===== config.mk =====
export PLATFORM = sky130hd
export DESIGN_NAME = sram_bus_arbiter
export DESIGN_NICKNAME = d
export VERILOG_FILES = /design/src/rtl/sram_bus_arbiter.sv
export SDC_FILE = /design/constraint.sdc
export NUM_CORES = 1
export LEC_CHECK = 0
export BUFFER_PORTS_ARGS = -buffer_cell sky130_fd_sc_hd__buf_2
export CAP_MARGIN = 20
export CORE_MARGIN = 2
export CORE_UTILIZATION = 44
export DETAILED_ROUTE_END_ITERATION = 7
export GPL_TIMING_DRIVEN = 0
export PLACE_DENSITY = 0.77
export RECOVER_POWER = 100
export SLEW_MARGIN = 20
export SYNTH_ARGS = -nofsm -noshare
export SYNTH_HDL_FRONTEND = slang
export SYNTH_SLANG_ARGS = --single-unit

===== constraint.sdc =====
create_clock -name clk -period 9.5 [get_ports clk]
set_clock_uncertainty 0.05 [all_clocks]
set_input_delay 0.95 -clock clk [delete_from_list [all_inputs] [get_ports clk]]
set_output_delay 0.95 -clock clk [all_outputs]
set_load 0.01 [all_outputs]

===== src/rtl/sram_bus_arbiter.sv =====
// sram_bus_arbiter: arbitrates fetch and data ports onto one async SRAM
// bank with registered strobes and parametrised read/write wait states.
//
// Ports:
//   clk, rst             clock, async active-high reset
//   if_req/if_addr       fetch request (always a read) and byte address
//   if_rdata/if_ack      fetch read data and one-cycle completion pulse
//   mem_req/mem_we       data request, 1 = write
//   mem_addr/mem_sel     data byte address, write byte lanes
//   mem_wdata            write data
//   mem_rdata/mem_ack    data read data and one-cycle completion pulse
//   busy                 an access is in progress
//   sram_addr            SRAM word address
//   sram_dout/sram_doe   bus drive value and enable (tristate at top)
//   sram_din             bus sample
//   sram_be_n/ce_n/oe_n/we_n  active-low SRAM strobes
module sram_bus_arbiter #(
  parameter int ADDR_W     = 20,
  parameter int READ_WAIT  = 2,
  parameter int WRITE_WAIT = 2,
  parameter int FAIR       = 1
) (
  input  logic              clk,
  input  logic              rst,
  input  logic              if_req,
  input  logic [31:0]       if_addr,
  output logic [31:0]       if_rdata,
  output logic              if_ack,
  input  logic              mem_req,
  input  logic              mem_we,
  input  logic [31:0]       mem_addr,
  input  logic [3:0]        mem_sel,
  input  logic [31:0]       mem_wdata,
  output logic [31:0]       mem_rdata,
  output logic              mem_ack,
  output logic              busy,
  output logic [ADDR_W-1:0] sram_addr,
  output logic [31:0]       sram_dout,
  output logic              sram_doe,
  input  logic [31:0]       sram_din,
  output logic [3:0]        sram_be_n,
  output logic              sram_ce_n,
  output logic              sram_oe_n,
  output logic              sram_we_n
);

  typedef enum logic [2:0] {
    IDLE,
    RD,
    WR_SETUP,
    WR_PULSE,
    WR_HOLD
  } state_t;

  localparam int MAX_W =
    (READ_WAIT > WRITE_WAIT) ? READ_WAIT : WRITE_WAIT;
  localparam int CNT_W = $clog2(MAX_W + 1);
  localparam logic [CNT_W-1:0] RD_LOAD = CNT_W'(READ_WAIT - 1);
  localparam logic [CNT_W-1:0] WR_LOAD = CNT_W'(WRITE_WAIT - 1);
  localparam logic [CNT_W-1:0] CNT_ONE = CNT_W'(1);
  localparam logic FAIR_EN = (FAIR != 0);

  state_t            state, nxt_state;
  logic [CNT_W-1:0]  cnt, nxt_cnt;
  logic              gnt_mem, nxt_gnt_mem;
  logic              last_mem, nxt_last_mem;
  logic [ADDR_W-1:0] nxt_addr;
  logic [31:0]       nxt_dout;
  logic [3:0]        nxt_be_n;
  logic              nxt_ce_n, nxt_oe_n, nxt_we_n, nxt_doe;
  logic [31:0]       nxt_if_rdata, nxt_mem_rdata;
  logic              nxt_if_ack, nxt_mem_ack;
  logic              grant, pick_mem;

  logic unused_addr_bits;
  assign unused_addr_bits = ^{if_addr[31:ADDR_W+2], if_addr[1:0],
                              mem_addr[31:ADDR_W+2], mem_addr[1:0]};

  // An ack cycle still sees the requester's req high; granting then
  // would serve the same request twice.
  assign grant = (if_req | mem_req) & ~if_ack & ~mem_ack;
  assign pick_mem = mem_req & (~if_req | ~FAIR_EN | ~last_mem);
  assign busy = (state != IDLE);

  always_ff @(posedge clk or posedge rst) begin
    if (rst) begin
      state     <= IDLE;
      cnt       <= '0;
      gnt_mem   <= 1'b0;
      last_mem  <= 1'b0;
      sram_addr <= '0;
      sram_dout <= '0;
      sram_be_n <= 4'hF;
      sram_ce_n <= 1'b1;
      sram_oe_n <= 1'b1;
      sram_we_n <= 1'b1;
      sram_doe  <= 1'b0;
      if_rdata  <= '0;
      mem_rdata <= '0;
      if_ack    <= 1'b0;
      mem_ack   <= 1'b0;
    end else begin
      state     <= nxt_state;
      cnt       <= nxt_cnt;
      gnt_mem   <= nxt_gnt_mem;
      last_mem  <= nxt_last_mem;
      sram_addr <= nxt_addr;
      sram_dout <= nxt_dout;
      sram_be_n <= nxt_be_n;
      sram_ce_n <= nxt_ce_n;
      sram_oe_n <= nxt_oe_n;
      sram_we_n <= nxt_we_n;
      sram_doe  <= nxt_doe;
      if_rdata  <= nxt_if_rdata;
      mem_rdata <= nxt_mem_rdata;
      if_ack    <= nxt_if_ack;
      mem_ack   <= nxt_mem_ack;
    end
  end

  always_comb begin
    nxt_state     = state;
    nxt_cnt       = cnt;
    nxt_gnt_mem   = gnt_mem;
    nxt_last_mem  = last_mem;
    nxt_addr      = sram_addr;
    nxt_dout      = sram_dout;
    nxt_be_n      = sram_be_n;
    nxt_ce_n      = sram_ce_n;
    nxt_oe_n      = sram_oe_n;
    nxt_we_n      = sram_we_n;
    nxt_doe       = sram_doe;
    nxt_if_rdata  = if_rdata;
    nxt_mem_rdata = mem_rdata;
    nxt_if_ack    = 1'b0;
    nxt_mem_ack   = 1'b0;
    unique case (state)
      IDLE: begin
        if (grant) begin
          nxt_gnt_mem  = pick_mem;
          nxt_last_mem = pick_mem;
          nxt_ce_n     = 1'b0;
          if (pick_mem && mem_we) begin
            nxt_state = WR_SETUP;
            nxt_addr  = mem_addr[ADDR_W+1:2];
            nxt_dout  = mem_wdata;
            nxt_be_n  = ~mem_sel;
            nxt_doe   = 1'b1;
          end else begin
            nxt_state = RD;
            nxt_addr  = pick_mem ? mem_addr[ADDR_W+1:2]
                                 : if_addr[ADDR_W+1:2];
            nxt_be_n  = 4'h0;
            nxt_oe_n  = 1'b0;
            nxt_cnt   = RD_LOAD;
          end
        end
      end
      RD: begin
        if (cnt == '0) begin
          nxt_state = IDLE;
          nxt_ce_n  = 1'b1;
          nxt_oe_n  = 1'b1;
          nxt_be_n  = 4'hF;
          if (gnt_mem) begin
            nxt_mem_rdata = sram_din;
            nxt_mem_ack   = 1'b1;
          end else begin
            nxt_if_rdata = sram_din;
            nxt_if_ack   = 1'b1;
          end
        end else begin
          nxt_cnt = cnt - CNT_ONE;
        end
      end
      WR_SETUP: begin
        // No lanes enabled: keep we_n high and go straight to hold.
        if (sram_be_n == 4'hF) begin
          nxt_state = WR_HOLD;
        end else begin
          nxt_state = WR_PULSE;
          nxt_we_n  = 1'b0;
          nxt_cnt   = WR_LOAD;
        end
      end
      WR_PULSE: begin
        if (cnt == '0) begin
          nxt_state = WR_HOLD;
          nxt_we_n  = 1'b1;
        end else begin
          nxt_cnt = cnt - CNT_ONE;
        end
      end
      WR_HOLD: begin
        nxt_state   = IDLE;
        nxt_ce_n    = 1'b1;
        nxt_oe_n    = 1'b1;
        nxt_we_n    = 1'b1;
        nxt_be_n    = 4'hF;
        nxt_doe     = 1'b0;
        nxt_mem_ack = 1'b1;
      end
      default: begin
        nxt_state = IDLE;
      end
    endcase
  end

endmodule


==> results.tsv, run 1 <==
stage	metric	value	unit
cells_and_area	drive_gt1_share	23.7	%
clock_tree	cts_tree	done	
timing	tns	0	ps
timing	timing.slew.headroom	-205	%
synthesis	synth_edf_count	0	
timing	final.min_clock_period	4980	ps
clock_tree	clkTransAtPathRegs	50	ps
job	cap_violations	1	
die	die_area	13000	sq um
setup_path	critical_path_required	8880	ps
drt	drc	0	
clock_tree	postCtsSetupBuffers	0	
synthesis	synth_ff_type	dfrtp_1	
power_and_ir_drop	p_leak	3.27	nW
drt	drt-total-wl	12800	microns
cells_and_area	layout_commonest_cell	clkbuf_1	
timing	grt_setup_unrepaired	false	
synthesis	yosysWarnings	0	
timing	timing_hold_violations_final	0	
die	die_y	114	microns
synthesis	ys_ff_latch	132	
clock_tree	clock_path_buffers	2	
cells_and_area	fin_util	59.7	%
global_routing	grt_pass1_wl	19700	microns
clock_tree	ctsHoldBuffers	0	
drt	wl_met1	5090	microns
placed_design	dp_hpwl	9770	microns
setup_path	critPathLaunchType	primary input	
clock_tree	cts_root_buffer	clkbuf_16	
placed_design	placed_cell_area	6780	sq um
drt	top_layer	met4	
die	core_area	11900	sq um
clock_tree	insertion_delay	410	ps
cells_and_area	final_cell_mix	148 x clkbuf_1, 125 x dfrtp_1, 112 x buf_2, 101 x mux2_1, 27 x nand2_1	
placed_design	numPortBuffers	239	
setup_path	cp.arrival	4370	ps
global_routing	grt_max_degree	86	
worst_hold_path	timing.hold.worst.class	reg -> reg	
drt	route.vias.total	3989	
run_status	violations	max-capacitance violations, max-slew violations	
synthesis	synth_nets	511	
placed_design	pre_cts_slack	6930	ps
drt	drt_iter0_markers	177	
setup_path	cp_max_fo	85	
clock_tree	cts_resized	0	
synthesis	syn-instance-count	373	
clock_tree	clock-sinks	132	
global_routing	grt_pass1_vias	3941	
drt	wl_met3	680	microns
die	rows	40	
setup_path	end_kind	asynchronous set/reset pin	
synthesis	seq_area_frac_synth	62.0	%
setup_path	path_class	in -> async	
cells_and_area	filler_cell_count	1025	
run_status	status	finished, violations left	
die	initial_utilization	44.8	%
die	die_w	114	microns
synthesis	postSynthAreaPerCell	14.3	sq um
clock_tree	h-tree-depth	4	
drt	detail-route-antenna-nets	0	
die	ioPinCount	264	
global_routing	grtUsageTotal	19.7	%
drt	wl_per_cell	16.2	microns
cells_and_area	final_area	7110	sq um
placed_design	routabilityCongestion	0.786	
clock_tree	cts_buffers	17	
timing	fin_crit_sh	52.5	%
timing	drv_slew	85	
global_routing	grt_overflow	0	
synthesis	ys_types	38	
global_routing	antenna_found_initial	0	
power_and_ir_drop	ir_drop	171	uV
timing	setup_slack	4520	ps
timing	setup_viol	0	
cells_and_area	fin_nets	771	
drt	viasPerCell	5.04	
drt	first_pass_iters	4	
cells_and_area	diodes	0	
synthesis	synthArstFlopShare	100	%
timing	worst_slew_pin_slew	4570	ps
power_and_ir_drop	powerDensity	357	nW/um^2
synthesis	syn-cell-area	5340	sq um
timing	max_freq	201	MHz
drt	wl_met2	6730	microns
cells_and_area	area_growth_syn_to_layout	33.2	%
==> logic make-up after synthesis <==
kind of cell               count (synthesis)  synth area share [%]
DFF                                      132                  62.0
adders and majority gates                  1                 0.234
xor gates and xnor gates                   1                 0.164
and+or+nand+nor                           50                  4.83
AOI/OAI and AO/OA                         44                  5.20
buffers and inverters                     24                  2.48
muxes                                    121                  25.1
==> layout make-up <==
type                            count  area, sq um  area share [%]
Sequential cell                   132         3310            46.6
Inverter                            6         27.5           0.387
Clock buffer                       21          460            6.48
Tap cell                          147          184            2.59
Buffer                             18         70.1           0.986
Timing Repair Buffer              241         1070            15.0
Clock inverter                     10          131            1.85
Multi-Input combinational cell    217         1860            26.1
==> through the flow <==
step / std cells / hold WS (ps) / power [mW]
2_1_floorplan: 373 / 453 / 1.56
4_1_cts: 792 / 432 / 2.66
5_1_grt: 792 / 450 / 2.70
6_report: 792 / 429 / 2.54
3_5_place_dp: 761 / 420 / 2.00
3_3_place_gp: 759 / 412 / 1.94
==> cells in the mapped netlist (all sizes together) (2+ instances only) <==
cell,count,share of area [%]
nor3,3,0.49
o211ai,2,0.54
buf,13,1.7
nand2,27,1.9
nand2b,5,0.59
a21oi,6,0.56
clkbuf,5,0.35
inv,6,0.42
nor2b,2,0.23
nor2,8,0.70
dfrtp,125,59
o21ai,27,2.5
o21a,2,0.28
mux2,101,21
dfstp,7,3.4
mux2i,20,3.7
==> registers in the layout, indices dropped and copies added (netlist names), 2 cells and up <==
signal / count
if_rdata: 32
mem_rdata: 32
sram_dout: 32
sram_addr: 20
sram_be_n: 4
state: 3
cnt: 2
==> per-layer routing <==
layer | vias up | GRT usage, %
met5 | - | 0
met4 | 0 | 9.35
met3 | 25 | 4.76
met2 | 152 | 34.7
met1 | 1974 | 22.6
li1 | 1838 | -
==> where the power goes <==
| group | switching [mW] | internal [mW] | leakage, nW |
|---|---|---|---|
| Clock | 0.227 | 0.423 | 0.292 |
| Sequential | 0.149 | 0.857 | 1.58 |
| Combinational | 0.517 | 0.362 | 1.40 |
| Total | 0.894 | 1.64 | 3.27 |
==> worst max-delay path, stage by stage <==
cell,delay [ps]
clkbuf_1,110
inv_6,50
clkbuf_1,3180
==> path summary, 6_finish.rpt <==
kind | slack (ps) | endpoint | startpoint | cells past startpoint
worst max register to register | 6610 | sram_dout[8] | last_mem | 5
max in group clk | 6250 | sram_dout[8] | mem_req | 6
worst max-delay path | 4520 | if_rdata[26] | rst | 3
worst min register to register | 430 | sram_addr[15] | sram_addr[15] | 2
min in group asynchronous | 2310 | mem_rdata[22] | rst | 3
worst min-delay path | 430 | sram_addr[15] | sram_addr[15] | 2
Note: power is estimated with default switching activity, not from simulation.
==> run 2: changes to the inputs <==
ABC_AREA = 1   (was not set)
CORE_UTILIZATION = 42   (was 44)
clock period = 4.1 ns   (was 9.5 ns; I/O delays follow)
==> run 2 against run 1 <==
Compared with the run above: via count up 27%; sequential cell count stayed put; routed wire length grew 15%; die area up 7.6%; register-to-register slack lost 4600 ps; critical path depth increased by 1; critical endpoint is now sram_we_n; non-clock buffer count rose by 13; the run still ends with max-capacitance violations, max-slew violations left; count of clock-buffer cells in the layout decreased by 3.
==> results.tsv, run 2 <==
stage	metric	value	unit	change
run_status	status	finished, violations left		unchanged
run_status	violations	max-capacitance violations, max-slew violations		unchanged
power_and_ir_drop	p_leak	3.78	nW	was 3.27 nW
clock_tree	h-tree-depth	4		unchanged
synthesis	synth.top_cells.by_count	189 x nand2_1, 125 x dfrtp_1, 80 x o21ai_1, 46 x inv_1, 36 x o21ai_0		was 125 x dfrtp_1, 101 x mux2_1, 26 x nand2_1, 25 x o21ai_1, 20 x mux2i_1
global_routing	antenna_found_initial	0		unchanged
die	ioPinCount	264		unchanged
die	die_area	14000	sq um	was 13,000 sq um
global_routing	grt_pass1_vias	4815		was 3,941
clock_tree	cts_resized	0		unchanged
global_routing	grt_max_degree	85		was 86
setup_path	critPathLaunchType	primary input		unchanged
synthesis	yosysWarnings	0		unchanged
worst_hold_path	hold_start	mem_wdata[11]		was sram_addr[15]
drt	first_pass_iters	5		was 4
setup_path	rr_worst_depth	7		was 5
synthesis	post-synth-top-count-cell	nand2_1		was dfrtp_1
drt	route.vias.total	5055		was 3,989
timing	drv_slew	49		was 85
setup_path	r2r_start	last_mem		unchanged
cells_and_area	filler_cell_count	1300		was 1,025
power_and_ir_drop	p_clk_share	26.2	%	was 25.6%
synthesis	postSynthAreaPerCell	9.10	sq um	was 14.3 sq um
synthesis	synth_ff_type	dfrtp_1		unchanged
timing	timing_hold_violations_final	0		unchanged
power_and_ir_drop	switching_share	38.8	%	was 35.2%
worst_hold_path	min_path_cells	3		was 2
timing	setup_viol	0		unchanged
placed_design	routabilityCongestion	0.809		was 0.786
synthesis	syn-cell-area	5500	sq um	was 5340 sq um
worst_hold_path	min_to	sram_dout[11]		was sram_addr[15]
synthesis	ys_types	25		was 38
placed_design	dp_hpwl	10700	microns	was 9770 microns
placed_design	pre_cts_slack	2410	ps	was 6930 ps
job	cap_violations	1		unchanged
global_routing	grtUsageTotal	21.2	%	was 19.7%
setup_path	cpMaxStageDelayCell	clkinvlp_2		was clkbuf_1
global_routing	grt_overflow	0		unchanged
setup_path	critPathMaxStageDelay	1260	ps	was 3180 ps
drt	drt-total-wl	14800	microns	was 12,800 microns
cells_and_area	drive_gt1_share	19.5	%	was 23.7%
cells_and_area	diodes	0		unchanged
drt	drt_iter0_markers	348		was 177
setup_path	end_kind	asynchronous set/reset pin		unchanged
power_and_ir_drop	powerDensity	859	nW/um^2	was 357 nW/um^2
cells_and_area	fin_nets	1002		was 771
timing	final.min_clock_period	2370	ps	
synthesis	synthArstFlopShare	100	%	unchanged
clock_tree	cts_root_buffer	clkbuf_16		unchanged
cells_and_area	area_growth_syn_to_layout	32.9	%	was 33.2%
clock_tree	insertion_delay	410	ps	about the same
synthesis	syn-instance-count	604		was 373
setup_path	r2r_end	sram_dout[22]		was sram_dout[8]
drt	viasPerCell	4.82		was 5.04
timing	grt_setup_unrepaired	false		unchanged
timing	worst_slew_pin_slew	2210	ps	was 4570 ps
setup_path	critical_path_required	4560	ps	was 8880 ps
drt	drc	0		unchanged
cells_and_area	layout_commonest_cell	nand2_1		was clkbuf_1
die	die_y	118	microns	was 114 microns
power_and_ir_drop	comb_power_share	36.7	%	was 34.7%
worst_hold_path	timing.hold.worst.class	in -> reg		was reg -> reg
synthesis	ys_ff_latch	132		unchanged
die	die_w	118	microns	was 114 microns
setup_path	path_class	in -> async		unchanged
setup_path	cp.arrival	2820	ps	was 4370 ps
synthesis	yosysTopAreaCell	dfrtp_1		unchanged
synthesis	synth_nets	742		was 511
synthesis	synth_top_area_share	56.9	%	was 58.6%
die	initial_utilization	43.2	%	was 44.8%
cells_and_area	top_regs	if_rdata (32), mem_rdata (32), sram_dout (32)		unchanged
clock_tree	clock-sinks	132		unchanged
placed_design	numPortBuffers	239		unchanged
cells_and_area	final_cell_mix	193 x nand2_1, 141 x clkbuf_1, 125 x dfrtp_1, 121 x buf_2, 102 x o21ai_0		was 148 x clkbuf_1, 125 x dfrtp_1, 112 x buf_2, 101 x mux2_1, 27 x nand2_1
die	core_area	12700	sq um	was 11,900 sq um
setup_path	path_cells	dlygate4sd3_1 > buf_2 > clkinvlp_2 > buf_16		was clkbuf_1 > inv_6 > clkbuf_1
clock_tree	cts_buffers	17		unchanged
timing	fin_crit_sh	57.7	%	
clock_tree	clkTransAtPathRegs	60	ps	was 50 ps
clock_tree	cts_tree	done		unchanged
timing	tns	0	ps	unchanged
clock_tree	ctsHoldBuffers	1		was 0
setup_path	r2r_slack	2020	ps	was 6610 ps
synthesis	yosys-top-cells-area	dfrtp_1 57%, nand2_1 13%, o21ai_1 7.3%		was dfrtp_1 59%, mux2_1 21%, mux2i_1 3.7%
die	rows	41		was 40
power_and_ir_drop	seqPwrFrac	37.1	%	was 39.7%
drt	detail-route-antenna-nets	0		unchanged
clock_tree	clock_path_buffers	2		unchanged
power_and_ir_drop	ir_drop	317	uV	was 171 uV
setup_path	cp_max_fo	84		was 85
global_routing	grt_pass1_wl	23600	microns	was 19,700 microns
drt	wl_per_cell	14.1	microns	was 16.2 microns
clock_tree	postCtsSetupBuffers	0		unchanged
power_and_ir_drop	intPower	3.84	mW	was 1.64 mW
timing	timing.slew.headroom	-47.9	%	was -205%
synthesis	seq_area_frac_synth	60.3	%	was 62.0%
power_and_ir_drop	p_sw	2.44	mW	was 0.894 mW
timing	setup_slack	1730	ps	was 4520 ps
timing	max_freq	423	MHz	
synthesis	synth_edf_count	0		unchanged
run 2: changes by cell type after synthesis, sizes merged, moves of 12 or more:
cell   before  now
buf        13   25
inv         6   51
mux2      101    0
mux2i      20    0
nand2      27  193
nand3       1   37
nor2        8   35
o21ai      27  116
run 2: area by class of cell:
class | instances | area, sq um | share of cell area [%]
repair buffers | 241 | 1080 | 14.8
plain buffers | 31 | 164 | 2.24
well taps | 172 | 215 | 2.95
multi-input cells | 390 | 1700 | 23.2
clock inverters | 13 | 206 | 2.83
inverters | 51 | 193 | 2.64
flip-flops and latches | 132 | 3310 | 45.3
clock buffers | 18 | 439 | 6.01
run 2: kinds of logic (layout without fill, tap and decap cells):
logic type,count (synthesis),in the layout,synth area share [%]
buffers and inverters,82,354,7.92
AND/OR/NAND/NOR,269,269,20.7
AO/OA/AOI/OAI,120,120,10.9
adder cells (fa/ha/maj),1,1,0.228
flip-flops,132,132,60.3
run 2: power groups by stage:
stage               registers (mW)  clock network [mW]  logic, mW
global placement              2.31                   0       2.58
floorplan                     2.60                   0       1.30
detailed placement            2.32                   0       2.65
CTS                           2.31                1.68       2.65
finish                        2.33                1.65       2.30
global route                  2.40                1.75       2.61
run 2: critical path, delay by kind of cell:
family	cells	cell delay (ps)
buf+inv	4	2360
run 2: how the worst max path moves through the flow:
stage	from	end	cells past startpoint
2_1_floorplan	rst	cnt[0]	1
3_3_place_gp	rst	sram_addr[7]	2
3_5_place_dp	cnt[0]	if_rdata[2]	7
4_1_cts	state[0]	busy	3
5_1_grt	rst	sram_we_n	4
6_report	rst	sram_we_n	4
run 2: stage by stage:
step	area (sq um)	hold WS (ps)	power [mW]	instances	util (%)
6_report	7310	172	6.28	1048	57.4
5_1_grt	7310	175	6.76	1048	57.4
4_1_cts	7600	155	6.65	1048	59.7
3_5_place_dp	6940	386	4.97	1016	54.6
3_3_place_gp	6910	400	4.89	1015	54.3
2_1_floorplan	5500	392	3.90	604	-
run 2: layer usage:
| layer | routed length [microns] | vias up | part of all wire (%) | track usage (%) |
|---|---|---|---|---|
| li1 | - | 2451 | - | - |
| met1 | 6350 | 2372 | 43 | 27.4 |
| met2 | 7150 | 205 | 48 | 33.9 |
| met3 | 976 | 27 | 6.6 | 5.60 |
| met4 | 326 | 0 | 2.2 | 9.08 |
| met5 | 0 | - | 0 | 0 |
